## config.mk

```make
export PLATFORM = sky130hd
export DESIGN_NAME = fir_tap_sequencer
export DESIGN_NICKNAME = d
export VERILOG_FILES = /design/src/rtl/fir_pkg.sv /design/src/rtl/fir_tap_ram.sv /design/src/rtl/fir_tap_sequencer.sv
export SDC_FILE = /design/constraint.sdc
export NUM_CORES = 2
export LEC_CHECK = 0
export BUFFER_PORTS_ARGS = -buffer_cell sky130_fd_sc_hd__buf_2
export CAP_MARGIN = 5
export CORE_ASPECT_RATIO = 1.2
export CORE_MARGIN = 8
export CORE_UTILIZATION = 45
export CTS_CLUSTER_DIAMETER = 60
export DETAILED_ROUTE_END_ITERATION = 8
export PLACE_DENSITY = 0.71
export SYNTH_ARGS = -nofsm -noshare
export SYNTH_HDL_FRONTEND = slang
export SYNTH_HIERARCHICAL = 1
export SYNTH_SLANG_ARGS = --single-unit
```

## constraint.sdc

```tcl
create_clock -name clk -period 3.5 [get_ports clk]
set_input_delay 0.175 -clock clk [delete_from_list [all_inputs] [get_ports clk]]
set_output_delay 0.175 -clock clk [all_outputs]
set_load 0.05 [all_outputs]
```

## src/rtl/fir_pkg.sv

```systemverilog
// rtl/fir_pkg.sv - shared widths, types and constants for the FIR tap sequencer
package fir_pkg;
   localparam int TAPS   = 64;
   localparam int TAP_AW = $clog2(TAPS);
   localparam int DW     = 16;
   localparam int CW     = 16;

   localparam logic [TAP_AW-1:0] TAP_LAST = TAP_AW'(TAPS - 1);

   typedef logic signed [DW-1:0] sample_t;
   typedef logic signed [CW-1:0] coef_t;
endpackage

```

## src/rtl/fir_tap_ram.sv

```systemverilog
// rtl/fir_tap_ram.sv - 2**AW x W array, synchronous write, registered read-before-write
module fir_tap_ram #(
   parameter int W         = 16,
   parameter int AW        = 6,
   parameter bit RST_CLEAR = 1'b1
) (
   input  logic          clk,
   input  logic          reset,
   input  logic          we,
   input  logic [AW-1:0] waddr,
   input  logic [W-1:0]  wdata,
   input  logic [AW-1:0] raddr,
   output logic [W-1:0]  rdata
);
   logic [W-1:0] mem [0:(1<<AW)-1];

   generate
      if (RST_CLEAR) begin : g_clr
         always_ff @(posedge clk or negedge reset) begin
            if (!reset) begin
               for (int i = 0; i < (1 << AW); i++) mem[i] <= '0;
            end else if (we) begin
               mem[waddr] <= wdata;
            end
         end
      end else begin : g_noclr
         always_ff @(posedge clk) begin
            if (we) mem[waddr] <= wdata;
         end
      end
   endgenerate

   // Same-address read during a write returns the old contents.
   always_ff @(posedge clk or negedge reset) begin
      if (!reset) rdata <= '0;
      else        rdata <= mem[raddr];
   end
endmodule

```

## src/rtl/fir_tap_sequencer.sv

```systemverilog
// rtl/fir_tap_sequencer.sv - streams (x[n-k], coef[k]) pairs to the MAC, one per cycle
// Optional repeat counter enabled by FIR_SEQ_REPEAT_CNT_EN.
module fir_tap_sequencer
   import fir_pkg::*;
(
   input  logic              clk,
   input  logic              reset,
   input  sample_t           din,
   input  logic              din_valid,
   output logic              din_ready,
   input  logic              coef_we,
   input  logic [TAP_AW-1:0] coef_addr,
   input  coef_t             coef_wdata,
   output sample_t           x_out,
   output coef_t             coef_out,
   output logic [TAP_AW-1:0] tap_out,
   output logic              frame_new,
   output logic              repeat_pulse
`ifdef FIR_SEQ_REPEAT_CNT_EN
   ,
   input  logic              repeat_clr,
   output logic [7:0]        repeat_cnt
`endif
);
   logic [TAP_AW-1:0] rd_cnt;
   logic [TAP_AW-1:0] head;
   sample_t           hold;
   logic              hold_full;
   logic              boundary;
   logic              transfer;
   logic              commit;

   assign boundary  = (rd_cnt == TAP_LAST);
   assign din_ready = !hold_full || boundary;
   assign transfer  = din_valid && din_ready;
   assign commit    = boundary && hold_full;

   always_ff @(posedge clk or negedge reset) begin
      if (!reset) begin
         rd_cnt       <= TAP_AW'(1);
         head         <= '0;
         hold         <= '0;
         hold_full    <= 1'b0;
         tap_out      <= '0;
         frame_new    <= 1'b0;
         repeat_pulse <= 1'b0;
      end else begin
         rd_cnt       <= rd_cnt + 1'b1;
         tap_out      <= rd_cnt;
         repeat_pulse <= boundary && !hold_full;
         if (commit) head <= head + 1'b1;
         if (transfer) begin
            hold      <= din;
            hold_full <= 1'b1;
         end else if (commit) begin
            hold_full <= 1'b0;
         end
         // repeat_pulse is high exactly when the previous boundary committed nothing.
         if (rd_cnt == '0) frame_new <= !repeat_pulse;
      end
   end

`ifdef FIR_SEQ_REPEAT_CNT_EN
   always_ff @(posedge clk or negedge reset) begin
      if (!reset)                                      repeat_cnt <= '0;
      else if (repeat_clr)                             repeat_cnt <= '0;
      else if (boundary && !hold_full && repeat_cnt != 8'hFF) repeat_cnt <= repeat_cnt + 1'b1;
   end
`endif

   fir_tap_ram #(.W(DW), .AW(TAP_AW), .RST_CLEAR(1'b1)) u_delay_line (
      .clk   (clk),
      .reset (reset),
      .we    (commit),
      .waddr (head + 1'b1),
      .wdata (hold),
      .raddr (head - rd_cnt),
      .rdata (x_out)
   );

   fir_tap_ram #(.W(CW), .AW(TAP_AW), .RST_CLEAR(1'b0)) u_coef_ram (
      .clk   (clk),
      .reset (reset),
      .we    (coef_we),
      .waddr (coef_addr),
      .wdata (coef_wdata),
      .raddr (rd_cnt),
      .rdata (coef_out)
   );
endmodule

```

==> metrics <==
Detailed Routing Iterations Pass 1 5; Non-Filler Instances 8196; crit path max-delay cell type fa_4; sequential area share after synthesis 65.2%; crit path max fanout 6; Worst Reg-to-Reg Cells 12; Worst VDD drop 0.639 mV; CTS tree built; H-tree depth 4; slowest cell delay on critical path 0.86 ns; Min Hold Slack 0.0413 ns; commonest non-fill, non-tap cells in the layout dfrtp_1 (1073), mux2_2 (1066), edfxtp_1 (1024), mux4_2 (414), buf_4 (322); core area 198000 sq um; clk sinks 2117; Synth Instances 4979; yosys warns 6; Tightest Pin Transition 1.31 ns; Switching Fraction 20.9%; mean post-synth cell area 17.9 sq um; Placed Cells 7725; Critical Path RT 4.26 ns; GRT Total Usage 21.0%; chip height 503 microns; via/cell ratio 5.87; Filler cells 15.5k; initial DRC count 4040; DRC Markers 0; Switching Power 10.5 mW; total grt overflow 0; clock power share 46.4%; syn nets 5030; WP data arrival 4.31 ns; setup slack, reg-to-reg -0.04 ns; Rel. slew slack 12.7%; clock buffer depth 3; Area contributors post-synth edfxtp_1 (35%), dfrtp_1 (31%), mux2_2 (13%), mux4_2 (10%), mux2i_1 (1.9%); Post-layout nets 5435; Combinational Power Share 1.4%; critical path cell sequence ha_4, inv_2, fa_4, buf_6, buf_12, buf_8, buf_6, mux4_2, a21oi_2, a21oi_2, nor4_2, and4b_1; Syn-to-layout area delta 16.4%; first-pass GRT wire length 337000 microns; top_reg_cell synth dfrtp_1; area leader, netlist edfxtp_1; Reg power frac 52.2%; Detail Route Antenna Nets 0; final instance area 104000 sq um; FFs w/ async S/R, synth 51.6%; fin. max-slew vios 0; final setup vio count 2; largest net degree at the start of global routing 144; FF+latch count, synth 2117; failing checks setup timing; fmax 0.282 GHz; Routed WL per cell 27.5 microns; Leakage Power 43.0 nW; Worst Hold Class primary input to flop; status finished with violations; Die Wd 422 microns; Period minus WS final 3.54 ns; number of synthesized flops with an enable pin 1024; worst setup margin -0.0437 ns; hold depth 1; RSZ-0062 raised after global routing true; kind of critical path flop to flop; worst skew pair latency 0.88 ns; worst path bufs/invs 5; I/O Pins 83; layout cells sized above 1 45.0%; period utilization 101%; PwrDens 485 nW/um^2; Setup crit start kind flop; vias in the first global route 51.0k; Synth cell types 75; Setup Skew 0.0810 ns; Rows 179; Max-Cap Viols 0; Vias 48.1k; top cell type's share of synthesized area 34.5%; CP delay by family, top adder cells; starting density of the core 45.1%; Buffers on Ports 82; Num CTS Buffers 214; DP Area 95200 sq um; total wire length 225000 microns; antenna violations before repair 5; Int Power 39.8 mW; Final Hold Viols 0; DPL Wire Length 142000 microns; Worst setup EP type flop; Mapped Area 89100 sq um; commonest non-fill, non-tap cell in the layout dfrtp_1; root buffer cell clkbuf_16; GPL Wtd Cong 0.898; critical path depth 12; die area 213000 sq um; Reg clk slew, reported paths 0.06 ns
[final timing paths]
kind / from / endpoint
min reg2reg: frame_new / frame_new
max in group asynchronous: reset / hold[0]
min in group asynchronous: reset / u_delay_line/mem[327]
max reg2reg: rd_cnt[0] / u_delay_line/rdata[0]
max: rd_cnt[0] / u_delay_line/rdata[0]
min: coef_wdata[3] / u_coef_ram/mem[43][3]
[registers in the layout (all words and copies together) (netlist names)]
signal,cells
u_coef_ram/rdata,16
head,6
repeat_pulse,1
tap_out,6
hold,16
frame_new,1
rd_cnt,6
u_delay_line/rdata,16
u_delay_line/mem,1024
hold_full,1
u_coef_ram/mem,1024
[routing by layer]
layer	global-route usage, %	wire, microns
met5	0	0
met3	3.19	12300
met2	34.9	112000
met1	26.5	87000
met4	11.6	14000
[Yosys cell counts, types with 9 or more instances]
cell type / number
a21oi_1: 37
nor2b_1: 34
nor2_2: 32
nand4_1: 14
nor2_4: 14
mux4_2: 413
clkbuf_1: 155
nor3_1: 9
nand2b_1: 9
xnor2_1: 9
mux4_1: 27
dfrtp_1: 1092
a211oi_1: 46
nand3_1: 32
edfxtp_1: 1024
o22ai_1: 75
buf_6: 32
buf_2: 105
a22oi_1: 66
mux2_4: 10
buf_4: 62
mux2i_1: 165
a221oi_1: 16
nor4_1: 9
a22o_1: 11
nand2_1: 117
mux2_2: 1066
o21ai_0: 16
nor2_1: 96
buf_1: 21
[timing repair]
item / 4_1_cts / 5_1_grt
gates resized for setup: 22 / 53
hold buffers: 47 / 0
setup buffers: 4 / 14
setup endpoints to repair: 14 / 16
pin swaps: 2 / 11
gates cloned: 0 / 2
hold endpoints to repair: 1117 / 0
[worst register-to-register path: stages (launching register included)]
cell,delay [ns]
dfstp_4,0.63
ha_4,0.14
inv_2,0.04
fa_4,0.86
buf_6,0.12
buf_12,0.12
buf_8,0.13
buf_6,0.10
mux4_2,0.51
a21oi_2,0.18
a21oi_2,0.07
nor4_2,0.31
and4b_1,0.23
[through the flow]
step / util, % / total power, mW / setup WS [ns] / TNS [ns]
detailed placement: 48.2 / 27.4 / -0.246 / -1.38
global route: 52.5 / 51.8 / -0.111 / -0.358
finish: 52.5 / 50.3 / -0.0437 / -0.0658
global placement: 48.2 / 27.4 / -0.250 / -1.65
floorplan: - / 26.8 / 0.455 / 0
CTS: 52.3 / 50.7 / 0.0111 / 0
[cell type report]
cell class                 instances  area, sq um  area share, %
antenna                            5         12.5         0.0121
clock buffer                     285         5910           5.70
clock inverter                   114         1440           1.39
inverter                           8         37.5         0.0362
multi-input combinational       2466        29100           28.0
sequential                      2117        58100           56.1
tap                             2624         3280           3.17
timing repair buffer             577         5780           5.57
[logic make-up (layout without fill, tap and decap cells)]
| kind of cell | after synthesis | in the layout | synth area share [%] |
|---|---|---|---|
| AND/OR/NAND/NOR | 444 | 444 | 2.71 |
| flip-flops | 2117 | 2117 | 65.2 |
| adder cells (fa/ha/maj) | 9 | 9 | 0.135 |
| multiplexers | 1681 | 1681 | 26.7 |
| XOR/XNOR | 16 | 16 | 0.157 |
| AO/OA/AOI/OAI | 316 | 316 | 2.49 |
| buffers and inverters | 396 | 984 | 2.55 |
| other | 0 | 5 | 0 |
[power by group through the flow]
stage | registers (mW) | clock network [mW] | logic [mW]
after floorplan | 26.7 | 0 | 0.0768
after global placement | 26.7 | 0 | 0.668
after detailed placement | 26.7 | 0 | 0.695
after CTS | 26.2 | 23.8 | 0.734
after global routing | 26.2 | 24.7 | 0.788
final | 26.2 | 23.3 | 0.713
Power figures use the tool's default switching activity.
